### src/rtl/bbpd_pkg.sv
// rtl/bbpd_pkg.sv - shared types and helpers for the bang-bang phase detector vote filter
package bbpd_pkg;

    typedef enum logic [1:0] {
        DEC_NONE,
        DEC_UP,
        DEC_DOWN
    } dec_t;

    function automatic int cnt_w(input int lanes);
        return $clog2(lanes + 1);
    endfunction

    // Sum clamped to the range of a w-bit two's complement value.
    function automatic int sat_add(input int acc, input int net, input int w);
        int hi;
        int lo;
        int s;
        hi = (1 << (w - 1)) - 1;
        lo = -(1 << (w - 1));
        s  = acc + net;
        if (s > hi) return hi;
        if (s < lo) return lo;
        return s;
    endfunction

endpackage

### src/rtl/bbpd_vote_filter_if.sv
// rtl/bbpd_vote_filter_if.sv - sample word stream into the phase detector
interface bbpd_vote_filter_if #(
    parameter int LANES = 4
);
    logic             s_valid;
    logic [LANES-1:0] s_early;
    logic [LANES-1:0] s_edge;
    logic [LANES-1:0] s_late;

    modport master (output s_valid, s_early, s_edge, s_late);
    modport slave  (input  s_valid, s_early, s_edge, s_late);
endinterface

### src/rtl/bbpd_vote_sum.sv
// rtl/bbpd_vote_sum.sv - per-lane Alexander votes and glitch flags, registered popcounts
module bbpd_vote_sum
    import bbpd_pkg::*;
#(
    parameter  int LANES = 4,
    localparam int CW    = cnt_w(LANES)
) (
    input  logic             clk,
    input  logic             rst,
    input  logic             en_i,
    input  logic             valid_i,
    input  logic [LANES-1:0] early_i,
    input  logic [LANES-1:0] edge_i,
    input  logic [LANES-1:0] late_i,
    output logic [CW-1:0]    nu_o,
    output logic [CW-1:0]    nd_o,
    output logic             any_t_o,
    output logic             any_g_o,
    output logic             v1_o
);

    logic [LANES-1:0] t_vec;
    logic [LANES-1:0] u_vec;
    logic [LANES-1:0] d_vec;
    logic [LANES-1:0] g_vec;
    logic [CW-1:0]    nu_d, nu_q;
    logic [CW-1:0]    nd_d, nd_q;
    logic             any_t_q, any_g_q, v1_q;

    assign t_vec = early_i ^ late_i;
    assign u_vec = t_vec & (early_i ^ edge_i);
    assign d_vec = t_vec & (late_i ^ edge_i);
    // No data transition, yet the edge sample disagrees with both data samples.
    assign g_vec = ~t_vec & (edge_i ^ early_i);

    always_comb begin
        nu_d = '0;
        nd_d = '0;
        for (int i = 0; i < LANES; i++) begin
            nu_d = nu_d + CW'(u_vec[i]);
            nd_d = nd_d + CW'(d_vec[i]);
        end
    end

    always_ff @(posedge clk) begin
        if (rst) begin
            nu_q    <= '0;
            nd_q    <= '0;
            any_t_q <= 1'b0;
            any_g_q <= 1'b0;
            v1_q    <= 1'b0;
        end else if (en_i) begin
            if (valid_i) begin
                nu_q    <= nu_d;
                nd_q    <= nd_d;
                any_t_q <= |t_vec;
                any_g_q <= |g_vec;
                v1_q    <= 1'b1;
            end else begin
                v1_q    <= 1'b0;
            end
        end
    end

    assign nu_o    = nu_q;
    assign nd_o    = nd_q;
    assign any_t_o = any_t_q;
    assign any_g_o = any_g_q;
    assign v1_o    = v1_q;

endmodule

### src/rtl/bbpd_vote_filter.sv
// rtl/bbpd_vote_filter.sv - multi-lane bang-bang phase detector with saturating vote accumulator
module bbpd_vote_filter
    import bbpd_pkg::*;
#(
    parameter int LANES   = 4,
    parameter int ACC_W   = 6,
    parameter int THRESH  = 8,
    parameter int WINDOW  = 16,
    parameter int MAX_RUN = 32
) (
    input  logic                    clk,
    input  logic                    rst,
    input  logic                    en,
    bbpd_vote_filter_if.slave       s,
    output logic                    up,
    output logic                    down,
    output logic signed [ACC_W-1:0] acc,
    output logic                    no_trans,
    output logic                    glitch
);

    localparam int CW    = cnt_w(LANES);
    localparam int WIN_W = (WINDOW > 1) ? $clog2(WINDOW) : 1;
    localparam int RUN_W = $clog2(MAX_RUN + 1);

    if (LANES < 1) begin : g_chk_lanes
        $error("bbpd_vote_filter: LANES must be at least 1");
    end
    if (THRESH < 1 || THRESH > (1 << (ACC_W - 1)) - 1) begin : g_chk_thresh
        $error("bbpd_vote_filter: THRESH out of range for ACC_W");
    end
    if (WINDOW < 2) begin : g_chk_window
        $error("bbpd_vote_filter: WINDOW must be at least 2");
    end
    if (MAX_RUN < 1) begin : g_chk_run
        $error("bbpd_vote_filter: MAX_RUN must be at least 1");
    end

    logic [CW-1:0] nu, nd;
    logic          any_t, any_g, v1;

    bbpd_vote_sum #(
        .LANES (LANES)
    ) u_vote_sum (
        .clk     (clk),
        .rst     (rst),
        .en_i    (en),
        .valid_i (s.s_valid),
        .early_i (s.s_early),
        .edge_i  (s.s_edge),
        .late_i  (s.s_late),
        .nu_o    (nu),
        .nd_o    (nd),
        .any_t_o (any_t),
        .any_g_o (any_g),
        .v1_o    (v1)
    );

    logic signed [ACC_W-1:0] acc_d, acc_q;
    logic [WIN_W-1:0]        win_d, win_q;
    logic [RUN_W-1:0]        run_d, run_q;
    logic                    up_q, down_q, glitch_q, no_trans_q;
    dec_t                    dec;
    int                      net;
    int                      a;

    always_comb begin
        net   = int'(nu) - int'(nd);
        a     = sat_add(int'(acc_q), net, ACC_W);
        dec   = DEC_NONE;
        acc_d = acc_q;
        win_d = win_q;
        if (a >= THRESH) begin
            dec   = DEC_UP;
            acc_d = '0;
            win_d = '0;
        end else if (a <= -THRESH) begin
            dec   = DEC_DOWN;
            acc_d = '0;
            win_d = '0;
        end else if (int'(win_q) == WINDOW - 1) begin
            // Window expired without a decision: discard the partial evidence.
            acc_d = '0;
            win_d = '0;
        end else begin
            acc_d = ACC_W'(a);
            win_d = win_q + WIN_W'(1);
        end

        run_d = run_q;
        if (any_t) begin
            run_d = '0;
        end else if (int'(run_q) < MAX_RUN) begin
            run_d = run_q + RUN_W'(1);
        end
    end

    always_ff @(posedge clk) begin
        if (rst) begin
            acc_q      <= '0;
            win_q      <= '0;
            run_q      <= '0;
            up_q       <= 1'b0;
            down_q     <= 1'b0;
            glitch_q   <= 1'b0;
            no_trans_q <= 1'b0;
        end else begin
            up_q     <= 1'b0;
            down_q   <= 1'b0;
            glitch_q <= 1'b0;
            if (en && v1) begin
                acc_q      <= acc_d;
                win_q      <= win_d;
                run_q      <= run_d;
                up_q       <= (dec == DEC_UP);
                down_q     <= (dec == DEC_DOWN);
                glitch_q   <= any_g;
                no_trans_q <= (int'(run_d) >= MAX_RUN);
            end
        end
    end

    assign up       = up_q;
    assign down     = down_q;
    assign acc      = acc_q;
    assign glitch   = glitch_q;
    assign no_trans = no_trans_q;

endmodule

### src/flat_wrapper.sv
// flat-port wrapper written by rule: the top's interface ports become plain ports
module bbpd_vote_filter_flat import bbpd_pkg::*;
#(
    parameter int LANES   = 4,
    parameter int ACC_W   = 6,
    parameter int THRESH  = 8,
    parameter int WINDOW  = 16,
    parameter int MAX_RUN = 32
)
  (clk, rst, en, up, down, acc, no_trans, glitch, s_s_valid, s_s_early, s_s_edge, s_s_late);
  bbpd_vote_filter_if #(.LANES(LANES)) s_i ();
  input  logic clk;
  input  logic rst;
  input  logic en;
  output logic up;
  output logic down;
  output logic signed [ACC_W-1:0] acc;
  output logic no_trans;
  output logic glitch;
  input wire logic [$bits(s_i.s_valid)-1:0] s_s_valid;
  input wire logic [$bits(s_i.s_early)-1:0] s_s_early;
  input wire logic [$bits(s_i.s_edge)-1:0] s_s_edge;
  input wire logic [$bits(s_i.s_late)-1:0] s_s_late;
  assign s_i.s_valid = s_s_valid;
  assign s_i.s_early = s_s_early;
  assign s_i.s_edge = s_s_edge;
  assign s_i.s_late = s_s_late;
  bbpd_vote_filter #(.LANES(LANES), .ACC_W(ACC_W), .THRESH(THRESH), .WINDOW(WINDOW), .MAX_RUN(MAX_RUN)) u_core (.clk(clk), .rst(rst), .en(en), .s(s_i), .up(up), .down(down), .acc(acc), .no_trans(no_trans), .glitch(glitch));
endmodule
### config.mk
export PLATFORM = sky130hd
export DESIGN_NAME = bbpd_vote_filter_flat
export DESIGN_NICKNAME = d
export VERILOG_FILES = /design/src/rtl/bbpd_pkg.sv /design/src/rtl/bbpd_vote_filter_if.sv /design/src/rtl/bbpd_vote_sum.sv /design/src/rtl/bbpd_vote_filter.sv /design/src/flat_wrapper.sv
export SDC_FILE = /design/constraint.sdc
export NUM_CORES = 1
export LEC_CHECK = 0
export ABC_CLOCK_PERIOD_IN_PS = 4300
export BUFFER_PORTS_ARGS = -buffer_cell sky130_fd_sc_hd__buf_4
export CORE_ASPECT_RATIO = 0.75
export CORE_MARGIN = 10
export CORE_UTILIZATION = 57
export CTS_CLUSTER_DIAMETER = 50
export CTS_CLUSTER_SIZE = 16
export DETAILED_ROUTE_END_ITERATION = 7
export PLACE_DENSITY = 0.81
export SYNTH_ARGS = -nofsm -noshare
export SYNTH_HDL_FRONTEND = slang
export SYNTH_HIERARCHICAL = 1
export SYNTH_SLANG_ARGS = --single-unit
export TNS_END_PERCENT = 1
### constraint.sdc
create_clock -name clk -period 4.3 [get_ports clk]
set_input_delay 0.43 -clock clk [delete_from_list [all_inputs] [get_ports clk]]
set_output_delay 0.43 -clock clk [all_outputs]
set_load 0.01 [all_outputs]
=== Word level (Yosys, flattened, before mapping) ===
Cells that the tools add are included.

* Bitwise gates (word level): 8
* $lt $le $gt $ge: 6
* Reductions and logical operators: 5
* $add $sub $neg: 10
* Muxes and demuxes: 18
* Equality and inequality tests: 3

{| class="wikitable"
|+ Operators with widths
! cell !! number
|-
| $mux 32 || 3
|-
| $ge 32x5->1 const B || 1
|-
| $gt 32x6->1 const B || 1
|-
| $le 32x4->1 const B || 1
|-
| $lt 32x6->1 const B || 1
|-
| $mux 6 || 5
|-
| $and 4x4->4 || 3
|-
| $mux 4 || 3
|-
| $xor 4x4->4 || 3
|-
| $reduce_or 4->1 || 2
|-
| $add 6x4->7 || 1
|-
| $add 2x1->3 || 2
|-
| $add 3x1->3 || 2
|-
| $add 6x1->6 const B || 1
|-
| $ge 6x6->1 const B || 1
|-
| $lt 6x6->1 const B || 1
|-
| $mux 5 || 1
|-
| $add 1x1->2 || 2
|-
| $add 4x1->4 const B || 1
|-
| $eq 4x1->1 const B || 1
|-
| $mux 1 || 4
|-
| $mux 2 || 2
|-
| $not 4->4 || 1
|-
| $sub 3x3->4 || 1
|-
| other kinds (6) || 6
|}

* Output and inout port bits: 10
* Bits in registers: 29
* Bits of input ports: 16
* Word-level logic and storage cells: 62

=== Logic depth before layout (Yosys ltp) ===
Gate-level depths: netlist of the first run.

* Depth in word-level cells: 11
* Depth in mapped cells: 13
* Depth with buffers taken out: 13

=== Modules after synthesis ===
Netlist of the first run, hierarchy kept.

{| class="wikitable"
|+ By module, submodules not included
! module !! cells an instance !! seq. area each (µm²) !! times used !! area an instance (µm²)
|-
| bbpd_vote_filter || 138 || 400.4 || 1 || 1212.4
|-
| bbpd_vote_sum || 78 || 180.2 || 1 || 639.4
|}

=== Least setup slack after synthesis of the first run ===
Ideal clock, no wire load.

* Path kind: register to register
* From: register u_core.u_vote_sum.nu_q[0] (netlist: u_core/u_vote_sum/nu_o[0])
* To: register u_core.acc_q[1] (netlist: u_core/acc[1])
* Period minus slack after synthesis: 2.978 ns
* Buffers on the path: 0
* Data required time: 4.183 ns
* Setup time: 0.117 ns
* Arrival time: 2.861 ns
* Cell stages (with the launch flop): 14
* Path slack: 1.322 ns
* Path through: dfxtp_1 inv_1 ha_1 inv_1 fa_1 inv_1 fa_1 nand2b_1 o2bb2ai_1 or2b_1 a22oi_2 mux2_4 nor3b_4 a22o_1

* Word-level cells in the longest chain between the ends: 10
* Elaborated cells on any way between the ends: 16
* Those cells by class: add/sub (2); order compare (4); mux (10)

{| class="wikitable"
|+ RTL lines
! element !! line !! RTL
|-
| start: declaration || bbpd_vote_sum.sv:26 || <nowiki>logic [CW-1:0] nu_d, nu_q;</nowiki>
|-
| start signal: assignment || bbpd_vote_sum.sv:54 || <nowiki>nu_q <= nu_d;</nowiki>
|-
| $sub 3x3->4 * || bbpd_vote_filter.sv:68 || <nowiki>net = int'(nu) - int'(nd);</nowiki>
|-
| $add 6x4->7 * || bbpd_pkg.sv:21 || <nowiki>s = acc + net;</nowiki>
|-
| $gt 32x6->1 / $lt 32x6->1 (equally long branches) || bbpd_pkg.sv:22, bbpd_pkg.sv:23 ||
|-
| $mux 5 / $mux 1 (equally long branches) || bbpd_pkg.sv:22, bbpd_pkg.sv:23 ||
|-
| $mux 32 / $mux 1 (equally long branches) || bbpd_pkg.sv:23 || <nowiki>if (s < lo) return lo;</nowiki>
|-
| $mux 32 || bbpd_pkg.sv:24 || <nowiki>return s;</nowiki>
|-
| $mux 32 * || bbpd_pkg.sv:23 ||
|-
| $le 32x4->1 / $mux 6 (equally long branches) || bbpd_vote_filter.sv:77, bbpd_vote_filter.sv:81 ||
|-
| $mux 6 || bbpd_vote_filter.sv:77 || <nowiki>end else if (a <= -THRESH) begin</nowiki>
|-
| $mux 6 * || bbpd_vote_filter.sv:73 || <nowiki>if (a >= THRESH) begin</nowiki>
|-
| end signal: assignment || bbpd_vote_filter.sv:100 || <nowiki>acc_q <= '0;</nowiki>
|-
| end signal: assignment || bbpd_vote_filter.sv:112 || <nowiki>acc_q <= acc_d;</nowiki>
|-
| end: declaration || bbpd_vote_filter.sv:59 || <nowiki>logic signed [ACC_W-1:0] acc_d, acc_q;</nowiki>
|}

Mark *: on every way between the ends. The rest lies on a longest branch, timed or not. The select of a mux whose other input is x is not followed.
A chain may end at the register's enable or synchronous reset.

=== Worst setup path after layout of the first run ===
* From: register u_core.u_vote_sum.nu_q[0] (netlist: u_core/u_vote_sum/nu_o[0])
* To: register u_core.acc_q[2] (netlist: u_core/acc[2])

Same word-level chain as after synthesis.

==> results.sh, run 1 <==
export IMPL_outcome="finished clean"
export IMPL_pwr_share_comb_pct=21.6
export IMPL_synthDistinctLibCells=44
export IMPL_rsz0062_at_grt="no"
export IMPL_die_area_sq_um=5950
export IMPL_crit_top_cell="inv_1"
export IMPL_critical_path_buf_inv_count=3
export IMPL_max_freq_ghz=0.313
export IMPL_clk_latency_ps=280
export IMPL_place_gp_congestion=0.785
export IMPL_dpl_cell_count=274
export IMPL_cts_setup_buffers=0
export IMPL_ys_ff_latch=29
export IMPL_max_vdd_ir_drop_mv=0.234
export IMPL_cpMaxStageDelayCell="fa_1"
export IMPL_grt_max_degree=24
export IMPL_switchingPower_uw=187
export IMPL_cts_root_buf="clkbuf_8"
export IMPL_ant_nets=0
export IMPL_drt_initial_drc_count=134
export IMPL_min_period_ps=3200
export IMPL_clk_path_buf_depth=2
export IMPL_antenna_found_initial=0
export IMPL_clock_skew_ps=2.50
export IMPL_slew_viol_final=0
export IMPL_grt_pass1_wl_um=6710
export IMPL_wl_per_cell_um=13.2
export IMPL_layout_drive_gt1_share_pct=16.4
export IMPL_initial_utilization_pct=61.3
export IMPL_path_class="flop to flop"
export IMPL_cts_tree="done"
export IMPL_syn_num_nets=251
export IMPL_path_cells="inv_1 > ha_1 > inv_1 > fa_1 > inv_1 > fa_1 > nand2b_1 > o2bb2ai_1 > or2b_1 > a22oi_2 > mux2_4 > nor3b_4 > a22o_1"
export IMPL_finalSetupViolations=0
export IMPL_power_per_cell_area_nw_per_um2=331
export IMPL_slew_headroom_pct=68.8
export IMPL_sw_frac_of_total_pct=25.8
export IMPL_min_path_type="flop to flop"
export IMPL_layout_common_cells="nand2_1, dfxtp_1, buf_4"
export IMPL_setup_tns_ps=0
export IMPL_io_pins=26
export IMPL_crit_path_end_kind="flop"
export IMPL_period_share_pct=74.3
export IMPL_core_area_sq_um=3020
export IMPL_placed_area_sq_um=2070
export IMPL_clk_pin_slew_worst_paths_ps=60
export IMPL_synth_cells=216
export IMPL_n_antenna_cell=0
export IMPL_fp_row_count=17
export IMPL_p_clk_share_pct=39.7
export IMPL_synth_flop_cell="dfxtp_1"
export IMPL_yosysSeqAreaShare_pct=31.4
export IMPL_seqPwrFrac_pct=38.7
export IMPL_final_common_cell="nand2_1"
export IMPL_crit_arrival_ps=3360
export IMPL_async_reset_ff_share_pct=0
export IMPL_detail_route_vias_per_cell=5.49
export IMPL_syn_cell_area_sq_um=1850
export IMPL_cp_required_ps=4470
export IMPL_nets=278
export IMPL_nFillCells=244
export IMPL_synth_edf_count=0
export IMPL_postCtsHoldBufs=0
export IMPL_cts_buffers_inserted=5
export IMPL_grt_pass1_vias=1507
export IMPL_drc=0
export IMPL_cp_top_family="adder cells"
export IMPL_wl_um=3730
export IMPL_post_cts_resized=0
export IMPL_layout_cells_non_filler=282
export IMPL_worst_pin_slew_ps=467
export IMPL_h_tree_depth=2
export IMPL_p_leak_nw=0.946
export IMPL_num_vias=1547
export IMPL_hold_violations=0
export IMPL_drt_first_pass_iters=4
export IMPL_hpwl_um=2990
export IMPL_die_w_um=85.8
export IMPL_cp_start_kind="flop"
export IMPL_grtUsageTotal_pct=13.1
export IMPL_syn_area_per_cell_sq_um=8.57
export IMPL_syn_to_final_growth_pct=18.0
export IMPL_portBuffers=25
export IMPL_overflow=0
export IMPL_die_h_um=69.4
export IMPL_stdcell_area_sq_um=2180
export IMPL_cts_sinks=29
export IMPL_p_int_uw=537
export IMPL_synth_warnings=6
export IMPL_critPathMaxFanout=6
export IMPL_cap_viol_max_count=0
export IMPL_slowest_delay_ps=510
[synthesized netlist by cell type, drive strengths merged, types with 2 or more instances]
cell	n	share of area, %
nor3b	4	2.2
nand4	3	1.8
mux2i	8	4.3
a211oi	3	1.5
and3	2	0.68
xor2	7	3.3
fa	4	4.3
or2b	4	1.6
inv	9	1.8
a22oi	2	1.1
o21ai	5	1.4
o22ai	2	0.68
nand3	4	1.1
a22o	3	1.4
a21o	2	0.81
and2	4	1.4
nor3	4	1.1
ha	15	10
xnor2	3	1.4
a21oi	18	5.1
nand2b	10	3.4
clkbuf	5	1.0
dfxtp	29	31
nand2	31	6.3
nor2	23	4.7
[registers in the layout, summed over array words and instances, names as in the netlist]
register                   cells
u_core/u_vote_sum/nd_o         3
u_core/u_vote_sum/any_t_o      1
u_core/no_trans                1
u_core/u_vote_sum/nu_o         3
u_core/down                    1
u_core/u_vote_sum/v1_o         1
u_core/win_q                   4
u_core/run_q                   6
u_core/glitch                  1
u_core/acc                     6
u_core/u_vote_sum/any_g_o      1
u_core/up                      1
[routing by layer]
| metal | up-vias | GRT usage, % | routed length (um) |
|---|---|---|---|
| li1 | 807 | - | - |
| met1 | 703 | 18.5 | 1960 |
| met2 | 35 | 18.4 | 1530 |
| met3 | 2 | 3.75 | 215 |
| met4 | 0 | 4.35 | 15 |
| met5 | - | 0 | 0 |
[logic make-up (layout without fill, tap and decap cells)]
kind of cell	after synthesis	in the layout	synth area share (%)
fa+ha+maj	20	20	15.0
compound gates	39	39	13.7
buf+inv	14	42	2.84
xor+xnor	10	10	4.73
flops	29	29	31.4
mux	9	9	5.14
simple gates	95	95	27.2
[power by group through the flow]
stage | registers, mW | logic [mW] | clock network [mW]
floorplan | 0.286 | 0.111 | 0
global placement | 0.286 | 0.151 | 0
detailed placement | 0.286 | 0.153 | 0
CTS | 0.280 | 0.155 | 0.293
global route | 0.281 | 0.176 | 0.304
finish | 0.280 | 0.156 | 0.287
[final timing paths]
check                                          startpoint                   endpoint  slack, ps  depth (start not counted)
worst max-delay path            u_core/u_vote_sum/nu_o[0]              u_core/acc[2]       1100                         13
worst min-delay path            u_core/u_vote_sum/nu_o[0]  u_core/u_vote_sum/nu_o[0]        460                          2
worst max register to register  u_core/u_vote_sum/nu_o[0]              u_core/acc[2]       1100                         13
worst min register to register  u_core/u_vote_sum/nu_o[0]  u_core/u_vote_sum/nu_o[0]        460                          2
[stage by stage]
stage / hold slack [ps] / setup WS [ps] / power [mW] / utilization (%)
floorplan: 436 / 1320 / 0.396 / -
global placement: 446 / 1200 / 0.437 / 68.5
global route: 466 / 871 / 0.760 / 72.3
finish: 457 / 1100 / 0.724 / 72.3
detailed placement: 451 / 1130 / 0.440 / 68.5
CTS: 454 / 1100 / 0.728 / 72.3
[cell type report]
class | instances | area [sq um] | share of cell area [%]
multi-input combinational | 173 | 1220 | 55.8
clock buffer | 7 | 86.3 | 3.95
tap | 38 | 47.5 | 2.18
sequential | 29 | 581 | 26.6
timing repair buffer | 25 | 188 | 8.59
inverter | 9 | 33.8 | 1.55
clock inverter | 1 | 30.0 | 1.37
[worst min-delay path, cell delays in order (launching register included)]
cell and delay, ps:
dfxtp_1 310, nand2_1 50, a21oi_1 50
No activity file was read; power rests on OpenSTA's default activity.
==> run 2, diff against run 1 <==
--- a/config.mk
+++ b/config.mk
@@ -5,15 +5,15 @@
 export SDC_FILE = /design/constraint.sdc
 export NUM_CORES = 1
 export LEC_CHECK = 0
-export ABC_CLOCK_PERIOD_IN_PS = 4300
+export ABC_CLOCK_PERIOD_IN_PS = 2900
 export BUFFER_PORTS_ARGS = -buffer_cell sky130_fd_sc_hd__buf_4
 export CORE_ASPECT_RATIO = 0.75
 export CORE_MARGIN = 10
-export CORE_UTILIZATION = 57
+export CORE_UTILIZATION = 51
 export CTS_CLUSTER_DIAMETER = 50
 export CTS_CLUSTER_SIZE = 16
 export DETAILED_ROUTE_END_ITERATION = 7
-export PLACE_DENSITY = 0.81
+export PLACE_DENSITY = 0.77
 export SYNTH_ARGS = -nofsm -noshare
 export SYNTH_HDL_FRONTEND = slang
 export SYNTH_HIERARCHICAL = 1
==> constraint.sdc (replaced) <==
create_clock -name clk -period 2.9 [get_ports clk]
set_input_delay 0.29 -clock clk [delete_from_list [all_inputs] [get_ports clk]]
set_output_delay 0.29 -clock clk [all_outputs]
set_load 0.01 [all_outputs]
==> run 2 against run 1 <==
Effect of this change: the run now ends with setup timing left; sequential power rose by 48%; via count rose by 2.3%; critical path depth rose by 1; register-to-register slack got worse by 1200 ps; core utilization fell by 4.8 points; setup slack got worse by 1200 ps; count of clock-buffer cells in the layout fell by 1; power rose by 55%; global-route usage fell by 0.22 points; clock power rose by 52%; first-iteration DRC count fell by 40%; sequential cell count did not move; critical path type unchanged.
==> results.sh, run 2 (synthesis results as in run 1) <==
export IMPL_outcome="finished with violations"
export IMPL_violations="setup timing"
export IMPL_crit_arrival_ps=3160
export IMPL_postCtsHoldBufs=0
export IMPL_core_area_sq_um=3400
export IMPL_grt_use_met2_pct=18.7
export IMPL_cts_sinks=29
export IMPL_wl_um=3960
export IMPL_cpMaxStageDelayCell="ha_1"
export IMPL_rsz0062_at_grt="yes"
export IMPL_clock_skew_ps=6.09
export IMPL_sw_frac_of_total_pct=26.5
export IMPL_cts_root_buf="clkbuf_8"
export IMPL_drc=0
export IMPL_cp_start_kind="flop"
export IMPL_hpwl_um=3030
export IMPL_p_leak_nw=0.999
export IMPL_worst_pin_slew_ps=500
export IMPL_min_period_ps=2980
export IMPL_die_h_um=72.2
export IMPL_placed_area_sq_um=2140
export IMPL_finalPower_mw=1.12
export IMPL_grt_pass1_wl_um=6770
export IMPL_switchingPower_uw=297
export IMPL_place_gp_congestion=0.843
export IMPL_layout_drive_gt1_share_pct=21.8
export IMPL_ant_nets=0
export IMPL_path_cells="inv_1 > ha_1 > inv_1 > fa_1 > xor2_1 > ha_1 > buf_6 > nand2b_4 > o2bb2ai_2 > or2b_1 > a22oi_2 > mux2_4 > nor3b_4 > a22o_1"
export IMPL_clk_path_buf_depth=2
export IMPL_nets=286
export IMPL_slew_headroom_pct=66.6
export IMPL_cp_required_ps=3070
export IMPL_clk_latency_ps=280
export IMPL_use_met3_pct=4.24
export IMPL_syn_to_final_growth_pct=24.0
export IMPL_critPathMaxFanout=4
export IMPL_crit_path_end_kind="flop"
export IMPL_n_antenna_cell=0
export IMPL_seqPwrFrac_pct=37.1
export IMPL_clk_pin_slew_worst_paths_ps=60
export IMPL_grtUsageTotal_pct=12.9
export IMPL_overflow=0
export IMPL_layout_common_cells="buf_4, nand2_1, dfxtp_1"
export IMPL_hold_violations=0
export IMPL_p_int_uw=822
export IMPL_power_per_cell_area_nw_per_um2=487
export IMPL_h_tree_depth=2
export IMPL_finalSetupViolations=5
export IMPL_cts_tree="done"
export IMPL_min_path_type="input port to flop"
export IMPL_whs_ps=312
export IMPL_busiest_layer="met2"
export IMPL_slew_viol_final=0
export IMPL_path_class="flop to flop"
export IMPL_io_pins=26
export IMPL_antenna_found_initial=0
export IMPL_grt_pass1_vias=1520
export IMPL_portBuffers=25
export IMPL_max_freq_ghz=0.335
export IMPL_wl_per_cell_um=13.1
export IMPL_drt_initial_drc_count=80
export IMPL_die_area_sq_um=6470
export IMPL_final_common_cell="buf_4"
export IMPL_period_share_pct=103
export IMPL_dpl_worst_slack_ps=-80.9
export IMPL_timing_final_ws_setup_ps=-83.7
export IMPL_cts_buffers_inserted=5
export IMPL_die_w_um=89.6
export IMPL_max_vdd_ir_drop_mv=0.297
export IMPL_setup_tns_ps=-314
export IMPL_initial_utilization_pct=54.5
export IMPL_num_vias=1582
export IMPL_slowest_delay_ps=380
export IMPL_cap_viol_max_count=0
export IMPL_p_clk_share_pct=39.0
export IMPL_detail_route_vias_per_cell=5.24
export IMPL_grt_max_degree=24
export IMPL_drt_first_pass_iters=4
export IMPL_stdcell_area_sq_um=2300
export IMPL_fp_row_count=18
export IMPL_pwr_share_comb_pct=23.9
export IMPL_gr_usage_met1_pct=17.9
==> run 2: power groups by stage <==
stage | Sequential (mW) | Combinational, mW | Clock, mW
after floorplan | 0.423 | 0.166 | 0
after global placement | 0.424 | 0.244 | 0
after detailed placement | 0.424 | 0.247 | 0
after CTS | 0.415 | 0.258 | 0.445
after global routing | 0.416 | 0.297 | 0.465
final | 0.415 | 0.268 | 0.436
==> run 2: metrics by stage <==
stage               util [%]  std cells
global route            67.5        302
floorplan                  -        216
global placement        62.8        291
finish                  67.5        302
detailed placement      62.8        291
CTS                     67.0        301
==> run 2: layout make-up <==
cell class | count | area [sq um]
Clock buffer | 6 | 82.6
Clock inverter | 2 | 37.5
Fill cell | 286 | 1100
Inverter | 9 | 33.8
Multi-Input combinational cell | 173 | 1250
Sequential cell | 29 | 581
Tap cell | 50 | 62.6
Timing Repair Buffer | 33 | 251
==> run 2: path summary, 6_finish.rpt <==
| kind | startpoint | end | slack [ps] | cells past startpoint |
|---|---|---|---|---|
| worst max-delay path | u_core/u_vote_sum/nu_o[0] | u_core/acc[0] | -80 | 14 |
| worst min-delay path | en | u_core/u_vote_sum/v1_o | 310 | 3 |
| worst max register to register | u_core/u_vote_sum/nu_o[0] | u_core/acc[0] | -80 | 14 |
| worst min register to register | u_core/u_vote_sum/nu_o[0] | u_core/u_vote_sum/nu_o[0] | 460 | 2 |
==> run 2: worst max-delay path: cells and delay by family, from the launching register on <==
kind	cells	cell delay, ps
adders and majority gates	3	890
AOI/OAI and AO/OA	3	490
and+or+nand+nor	3	450
muxes	1	350
DFF	1	310
buffers and inverters	3	240
xor gates and xnor gates	1	150
==> run 2: what timing repair did <==
action | in CTS | in global routing
gates resized for setup | 2 | 2
pin swaps | 3 | 1
hold endpoints to repair | 0 | 0
setup endpoints to repair | 6 | 11
setup buffers | 2 | 1
==> run 2: per-layer routing <==
| layer | vias up | routed length, um | part of all wire, % |
|---|---|---|---|
| li1 | 822 | - | - |
| met1 | 718 | 2060 | 52 |
| met2 | 37 | 1650 | 42 |
| met3 | 5 | 217 | 5.5 |
| met4 | 0 | 29 | 0.73 |
| met5 | - | 0 | 0 |
